`src/rtl/game_flow_pkg.sv`:
```
// Shared encodings for the game flow sequencer: FSM state codes and the
// coarse phase code consumed by the VGA arbiter.
package game_flow_pkg;

    localparam logic [3:0] S_RESET       = 4'd0;
    localparam logic [3:0] S_WAIT_START  = 4'd1;
    localparam logic [3:0] S_BEGIN       = 4'd2;
    localparam logic [3:0] S_DRAW_TOWER  = 4'd3;
    localparam logic [3:0] S_IN_PROGRESS = 4'd4;
    localparam logic [3:0] S_PAUSED      = 4'd5;
    localparam logic [3:0] S_LIFE_LOST   = 4'd6;
    localparam logic [3:0] S_STAGE_DONE  = 4'd7;
    localparam logic [3:0] S_WIN         = 4'd8;
    localparam logic [3:0] S_GAME_OVER   = 4'd9;

    typedef enum logic [2:0] {
        PH_WAIT  = 3'd0,
        PH_BEGIN = 3'd1,
        PH_TOWER = 3'd2,
        PH_PLAY  = 3'd3,
        PH_DONE  = 3'd4,
        PH_END   = 3'd5
    } phase_t;

    // Paused and life-lost frames keep the arbiter on the play/begin layers.
    function automatic phase_t state_to_phase(input logic [3:0] s);
        case (s)
            S_BEGIN, S_LIFE_LOST:     return PH_BEGIN;
            S_DRAW_TOWER:             return PH_TOWER;
            S_IN_PROGRESS, S_PAUSED:  return PH_PLAY;
            S_STAGE_DONE:             return PH_DONE;
            S_WIN, S_GAME_OVER:       return PH_END;
            default:                  return PH_WAIT;
        endcase
    endfunction

endpackage

```
`src/rtl/game_flow_counters.sv`:
```
// Stage index and lives counters, driven by one-cycle strobes from the FSM.
module game_flow_counters #(
    parameter int NUM_STAGES = 3,
    parameter int NUM_LIVES  = 3,
    parameter int SW         = 2,
    parameter int LW         = 2
) (
    input  logic          clk,
    input  logic          resetn,
    input  logic          load,
    input  logic          stage_inc,
    input  logic          lives_dec,
    output logic [SW-1:0] stage_idx,
    output logic [LW-1:0] lives_left
);

    // Saturating guards keep the index in range even if a stray strobe arrives.
    always_ff @(posedge clk or negedge resetn) begin
        if (!resetn) begin
            stage_idx  <= '0;
            lives_left <= LW'(NUM_LIVES);
        end else if (load) begin
            stage_idx  <= '0;
            lives_left <= LW'(NUM_LIVES);
        end else begin
            if (stage_inc && (stage_idx != SW'(NUM_STAGES - 1)))
                stage_idx <= stage_idx + SW'(1);
            if (lives_dec && (lives_left != '0))
                lives_left <= lives_left - LW'(1);
        end
    end

endmodule

```
`src/rtl/game_flow_sequencer.sv`:
```
// Top-level game flow FSM: stage/phase sequencing, lives and retry, pause,
// and registered Moore decodes for the drawers, datapaths and VGA arbiter.
module game_flow_sequencer #(
    parameter  int NUM_STAGES = 3,
    parameter  int NUM_LIVES  = 3,
    localparam int SW = (NUM_STAGES > 1) ? $clog2(NUM_STAGES) : 1,
    localparam int LW = $clog2(NUM_LIVES + 1)
) (
    input  logic                  clk,
    input  logic                  resetn,
    input  logic                  start_display_done,
    input  logic                  begin_done,
    input  logic                  tower_done,
    input  logic                  car_done,
    input  logic                  end_display_done,
    input  logic                  game_over_in,
    input  logic                  pause,
    input  logic                  restart,
    output logic [SW-1:0]         stage_idx,
    output logic [NUM_STAGES-1:0] stage_onehot,
    output logic                  wait_start,
    output logic                  stage_begin,
    output logic                  stage_draw_tower,
    output logic                  stage_in_progress,
    output logic                  stage_done,
    output logic                  paused,
    output logic                  win,
    output logic                  game_over_out,
    output logic [LW-1:0]         lives_left,
    output logic                  life_lost,
    output logic                  phase_start
);
    import game_flow_pkg::*;

    logic [3:0] state, next_state, prev_state;
    logic       load, stage_inc, lives_dec;
    logic       last_stage, in_stage_phase, entry_d;
    logic [NUM_STAGES-1:0] onehot_d;

    game_flow_counters #(
        .NUM_STAGES (NUM_STAGES),
        .NUM_LIVES  (NUM_LIVES),
        .SW         (SW),
        .LW         (LW)
    ) u_counters (
        .clk        (clk),
        .resetn     (resetn),
        .load       (load),
        .stage_inc  (stage_inc),
        .lives_dec  (lives_dec),
        .stage_idx  (stage_idx),
        .lives_left (lives_left)
    );

    assign last_stage = (stage_idx == SW'(NUM_STAGES - 1));

    always_ff @(posedge clk or negedge resetn) begin
        if (!resetn) state <= S_RESET;
        else         state <= next_state;
    end

    // The final life takes the decrement to zero on the way into GAME_OVER.
    always_comb begin
        next_state = state;
        load       = 1'b0;
        stage_inc  = 1'b0;
        lives_dec  = 1'b0;
        case (state)
            S_RESET:      next_state = S_WAIT_START;
            S_WAIT_START: if (start_display_done) begin
                              next_state = S_BEGIN;
                              load       = 1'b1;
                          end
            S_BEGIN:      if (begin_done) next_state = S_DRAW_TOWER;
            S_DRAW_TOWER: if (tower_done) next_state = S_IN_PROGRESS;
            S_IN_PROGRESS: begin
                if (car_done) begin
                    next_state = S_STAGE_DONE;
                end else if (game_over_in) begin
                    lives_dec  = 1'b1;
                    next_state = (lives_left > LW'(1)) ? S_LIFE_LOST : S_GAME_OVER;
                end else if (pause) begin
                    next_state = S_PAUSED;
                end
            end
            S_PAUSED:     if (!pause) next_state = S_IN_PROGRESS;
            S_LIFE_LOST:  next_state = S_BEGIN;
            S_STAGE_DONE: if (end_display_done) begin
                              if (last_stage) begin
                                  next_state = S_WIN;
                              end else begin
                                  stage_inc  = 1'b1;
                                  next_state = S_BEGIN;
                              end
                          end
            S_WIN, S_GAME_OVER: if (restart) begin
                              next_state = S_WAIT_START;
                              load       = 1'b1;
                          end
            default:      next_state = S_WAIT_START;
        endcase
    end

    // Resuming from PAUSED is not a new phase, so it does not raise phase_start.
    always_comb begin
        in_stage_phase = (state >= S_BEGIN) && (state <= S_STAGE_DONE);
        entry_d = (state != prev_state) &&
                  ((state == S_BEGIN) || (state == S_DRAW_TOWER) ||
                   (state == S_STAGE_DONE) ||
                   ((state == S_IN_PROGRESS) && (prev_state != S_PAUSED)));
        onehot_d = '0;
        for (int i = 0; i < NUM_STAGES; i++)
            onehot_d[i] = in_stage_phase && (stage_idx == SW'(i));
    end

    always_ff @(posedge clk or negedge resetn) begin
        if (!resetn) begin
            prev_state        <= S_RESET;
            wait_start        <= 1'b0;
            stage_begin       <= 1'b0;
            stage_draw_tower  <= 1'b0;
            stage_in_progress <= 1'b0;
            stage_done        <= 1'b0;
            paused            <= 1'b0;
            win               <= 1'b0;
            game_over_out     <= 1'b0;
            life_lost         <= 1'b0;
            phase_start       <= 1'b0;
            stage_onehot      <= '0;
        end else begin
            prev_state        <= state;
            wait_start        <= (state == S_WAIT_START);
            stage_begin       <= (state == S_BEGIN);
            stage_draw_tower  <= (state == S_DRAW_TOWER);
            stage_in_progress <= (state == S_IN_PROGRESS);
            stage_done        <= (state == S_STAGE_DONE);
            paused            <= (state == S_PAUSED);
            win               <= (state == S_WIN);
            game_over_out     <= (state == S_GAME_OVER);
            life_lost         <= (state == S_LIFE_LOST);
            phase_start       <= entry_d;
            stage_onehot      <= onehot_d;
        end
    end

endmodule
```
`config.mk`:
```
export PLATFORM = sky130hd
export DESIGN_NAME = game_flow_sequencer
export DESIGN_NICKNAME = d
export VERILOG_FILES = /design/src/rtl/game_flow_pkg.sv /design/src/rtl/game_flow_counters.sv /design/src/rtl/game_flow_sequencer.sv
export SDC_FILE = /design/constraint.sdc
export NUM_CORES = 1
export LEC_CHECK = 0
export CAP_MARGIN = 40
export CORE_MARGIN = 10
export CORE_UTILIZATION = 30
export CTS_CLUSTER_SIZE = 12
export DETAILED_ROUTE_END_ITERATION = 10
export HOLD_SLACK_MARGIN = 0.03
export PLACE_DENSITY = 0.58
export SLEW_MARGIN = 20
export SYNTH_ARGS = -nofsm -noshare
export SYNTH_HDL_FRONTEND = slang
export SYNTH_HIERARCHICAL = 1
export SYNTH_SLANG_ARGS = --single-unit
```
`constraint.sdc`:
```
create_clock -name clk -period 4.7 [get_ports clk]
set_input_delay 0.47 -clock clk [delete_from_list [all_inputs] [get_ports clk]]
set_output_delay 0.47 -clock clk [all_outputs]
set_load 0.01 [all_outputs]
```
# Yosys cells after proc, flatten, opt, wreduce, memory -nomap -nowiden
# Cells that the tools add are included.
[totals] elab_cells=83 out_inout_bits=17 input_bits=10 reg_bits=25
[op_classes] addsub=2 muxes=25 n_reduce_logical=17 eq_ne=21 order_cmp=3
[ops] cell="$mux 4" n=11
[ops] cell="$pmux 4 s8" n=1
[ops] cell="$eq 4x3->1 const B" n=4
[ops] cell="$ne 2x2->1 const B" n=7
[ops] cell="$eq 4x2->1 const B" n=2
[ops] cell="$eq 4x4->1 const B" n=2
[ops] cell="$logic_and 1x1->1" n=8
[ops] cell="$mux 1" n=8
[ops] cell="$mux 2" n=4
[ops] cell="$reduce_and 7->1" n=1
[ops] cell="$reduce_bool 2->1" n=3
[ops] cell="$eq 4x1->1 const B" n=1
[ops] cell="$ge 4x2->1 const B" n=1
[ops] cell="$le 4x3->1 const B" n=1
[ops] cell="$ne 4x3->1 const B" n=1
[ops] cell="$ne 4x4->1" n=1
[ops] cell="$ne 4x4->1 const B" n=1
[ops] cell="$logic_or 1x1->1" n=3
[ops] cell="$add 2x1->2 const B" n=1
[ops] cell="$eq 2x1->1 const B" n=1
[ops] cell="$eq 2x2->1 const B" n=1
[ops] cell="$gt 2x1->1 const B" n=1
[ops] cell="$logic_not 2->1" n=1
[ops] cell="$pmux 1 s2" n=1
[ops] cell="2 further kinds" n=2

# Longest topological paths before layout
[depth] ltp_word=7 ltp_mapped=7 ltp_nobuf=6

# By module
# The synthesis kept the hierarchy.
[by_module_without_submodules] module="game_flow_sequencer" cells_each=93 area_each_um2=978.4 n_inst=1 seq_area_each_um2=525.5
[by_module_without_submodules] module="game_flow_counters" cells_each=23 area_each_um2=239.0 n_inst=1 seq_area_each_um2=102.6

# Worst setup path before layout
# OpenSTA, ideal clock, no wires.
[synth_path] kind="register to register" from="register state[1]" to="register state[0]" path_buffers=0 t_required_ns=4.575 setup_time_ns=0.125 synth_period_minus_slack_ns=1.980 arrival_ns=1.855 stages_incl_launch_ff=5 setup_slack_ns=2.720 path_cell_list="dfrtp_1 > or4b_4 > or4_4 > nand4_4 > mux2_4"
[synth_via] elab_chain_len=4 word_cells_on_any_way=19 classes_between="eq/ne: 16; mux: 1; reduce/logical: 2"
[synth_lines] element="start, declared" line="game_flow_sequencer.sv:35" source="logic [3:0] state, next_state, prev_state;"
[synth_lines] element="start signal, assigned" line="game_flow_sequencer.sv:59" source="else state <= next_state;"
[synth_lines] element="$eq 4x4->1" line="game_flow_sequencer.sv:68" source="case (state)"
[synth_lines] element="$reduce_or 2->1" line="game_flow_sequencer.sv:68"
[synth_lines] element="$ne 2x2->1 (no line)"
[synth_lines] element="$reduce_and 7->1 (no line)"
# Parallel ways exist; a longest one is shown, timed or not.
# A chain may end at the register's enable or synchronous reset.

# Final worst setup path
# Ends and elaborated chain as after synthesis.

==> impl_metrics.tcl <==
set metrics [dict create \
    start_util_pct 30.7 \
    drt_iter0_markers 75 \
    dp_hpwl_um 2070 \
    rsz0062_at_grt "false" \
    fmax_ghz 0.438 \
    syn_nets 128 \
    power.switching_uw 316 \
    grt_pass1_wl_um 4600 \
    first_global_vias 968 \
    dp.cells 189 \
    worst-setup-path-type "flop to flop" \
    synth_top_flop_cell "dfrtp_1" \
    grt-ovfl-total 0 \
    ctsHoldBuffers 0 \
    arrival_ns 2.43 \
    power_frac_seq_pct 43.1 \
    critPathRequiredTime_ns 4.85 \
    grt_usage_pct 7.67 \
    core_area_um2 3970 \
    p_clk_share_pct 13.6 \
    avgSynthCellArea_um2 10.5 \
    setup_viol 0 \
    cp-end-kind "flop" \
    drv_slew 0 \
    ys_ff_latch 25 \
    antenna_cells 0 \
    timing.rr.end "state[0]" \
    power_density_nw_per_um2 556 \
    synth_top_area_share_pct 47.3 \
    clock-root-buffer "clkbuf_8" \
    final_cell_area_um2 1590 \
    synthCells 116 \
    syn_to_final_growth_pct 30.3 \
    worst_hold_slack_ns 0.546 \
    fp-row-count 23 \
    portBuffers 26 \
    maxCapViolations 0 \
    htreeDepth 1 \
    finalClockSkew_ns 0.00374 \
    post_cts_resized 0 \
    drive_gt1_share_pct 11.2 \
    async_flop_share_pct 100 \
    r2r_cells 4 \
    reg2reg_slack_ns 2.42 \
    crit_path_start_kind "flop" \
    tightest_slew_ns 0.743 \
    combPwrFrac_pct 43.2 \
    wl_per_cell_um 13.5 \
    antenna_found_initial 0 \
    vias 908 \
    cts_buffers 3 \
    placed_area_um2 1540 \
    fin_crit_ns 2.28 \
    ys_seq_area_share_pct 51.6 \
    drtAntennaViolNets 0 \
    synthTopCellsByArea "dfrtp_1 (47%), nor2_1 (5.2%), dfstp_2 (4.3%)" \
    fin_nets 156 \
    drc 0 \
    slew_headroom_pct 50.1 \
    status "complete, no violations" \
    clock_path_buffers 2 \
    hold_viol 0 \
    synth_edf_count 0 \
    r2r_start "state[1]" \
    p_int_uw 566 \
    crit_fanout 18 \
    cts.sinks 25 \
    ios 27 \
    cts_setup_buffers 0 \
    fp.dieH_um 83.7 \
    fin_crit_sh_pct 48.5 \
    cts_tree "yes" \
    die_area_um2 7010 \
    fin_cells 193 \
    fill_cells 392 \
    clk_latency_ns 0.26 \
    synth_area_um2 1220 \
    routed_via_density 4.70 \
    synth.largest_area_cell "dfrtp_1" \
    synth_warnings 6 \
    p_leak_nw 0.716 \
    clkTransAtPathRegs_ns 0.08 \
    tns_ns 0 \
    ir_drop_mv 0.143 \
    hp-class "input port to async pin" \
    drt_wl_total_um 2610 \
    switching_share_pct 35.9 \
    ys_types 37 \
    dr.pass1.iters 4 \
    dieWidth_um 83.7 \
    power_uw 882 \
    place_congestion 0.787 \
    grt_max_degree 19 \
]
cells in the final DEF, fill, tap and decap left out, types with 3 or more instances in the layout:
| cell type | Yosys | final |
|---|---|---|
| inv_1 | 8 | 8 |
| dfrtp_1 | 23 | 23 |
| nand2_1 | 3 | 3 |
| a21oi_1 | 5 | 5 |
| nand2b_1 | 7 | 7 |
| nor3b_1 | 3 | 3 |
| nor3_1 | 7 | 7 |
| nor2_1 | 17 | 17 |
| nor2b_1 | 3 | 3 |
| xor2_1 | 3 | 3 |
| clkdlybuf4s50_1 | 0 | 26 |
| clkbuf_8 | 0 | 3 |
power groups by stage:
| stage | Sequential [mW] | Clock (mW) | Combinational [mW] |
|---|---|---|---|
| after CTS | 0.380 | 0.126 | 0.390 |
| final | 0.381 | 0.120 | 0.381 |
| after floorplan | 0.362 | 0 | 0.250 |
| after global placement | 0.379 | 0 | 0.379 |
| after global routing | 0.393 | 0.135 | 0.428 |
| after detailed placement | 0.384 | 0 | 0.388 |
routing by layer:
layer  part of all wire [%]  track usage, %  vias to the layer above  wire length [um]
met1                     43            8.64                      433              1120
met2                     49            12.7                       18              1290
met4                    1.3            3.65                        0                35
met3                    6.4            2.54                        2               166
li1                       -               -                      455                 -
met5                      0               0                        -                 0
registers in the layout, indices dropped and copies added, names as in the netlist:
| name | flops |
|---|---|
| game_over_out | 1 |
| life_lost | 1 |
| paused | 1 |
| phase_start | 1 |
| prev_state | 4 |
| stage_begin | 1 |
| stage_done | 1 |
| stage_draw_tower | 1 |
| stage_in_progress | 1 |
| stage_onehot | 3 |
| state | 4 |
| u_counters/lives_left | 2 |
| u_counters/stage_idx | 2 |
| wait_start | 1 |
| win | 1 |
worst max-delay path: stages (launching register included):
cell and delay [ns]:
dfrtp_1 0.59, or4b_4 0.66, or4_4 0.46, nand4_4 0.14, mux2_4 0.31
cells by family (layout without fill, tap and decap cells):
kind of cell               Yosys count  count (layout)  synth area share (%)
muxes                                4               4                  4.32
and+or+nand+nor                     55              55                  28.1
AOI/OAI and AO/OA                   15              15                  8.12
buffers and inverters               12              39                  3.70
xor gates and xnor gates             3               3                  2.16
adders and majority gates            2               2                  2.06
DFF                                 25              25                  51.6
synth_stat cells (all sizes together), types with 2 or more instances:
cell and n:
nor2b 4, mux2 4, nor2 17, nand2 3, a21oi 5, nand2b 7, o21ai 3, ha 2
dfrtp 23, nor3b 3, clkbuf 4, dfstp 2, inv 8, or3 2, nor3 7, and4bb 2
xor2 3
worst max-delay path by stage:
| stage | slack [ns] | depth (start not counted) | to | start |
|---|---|---|---|---|
| 3_3_place_gp | 2.45 | 7 | u_counters/stage_idx[1] | start_display_done |
| 2_1_floorplan | 2.72 | 4 | state[0] | state[1] |
| 5_1_grt | 2.36 | 4 | state[0] | state[1] |
| 6_report | 2.42 | 4 | state[0] | state[1] |
| 4_1_cts | 2.43 | 4 | state[0] | state[1] |
| 3_5_place_dp | 2.41 | 7 | u_counters/stage_idx[1] | start_display_done |
per-stage QoR:
stage	setup slack [ns]	util, %
finish	2.42	39.9
global route	2.36	39.9
CTS	2.43	39.9
detailed placement	2.41	38.8
global placement	2.45	38.4
floorplan	2.72	-
layout make-up:
type	count	area [um^2]	share of cell area (%)
Tap cell	50	62.6	3.94
Multi-Input combinational cell	79	544	34.3
Clock buffer	3	41.3	2.60
Sequential cell	25	628	39.6
Inverter	8	30.0	1.89
Timing Repair Buffer	27	275	17.4
Clock inverter	1	5.00	0.315
No activity file was read; power rests on OpenSTA's default activity.
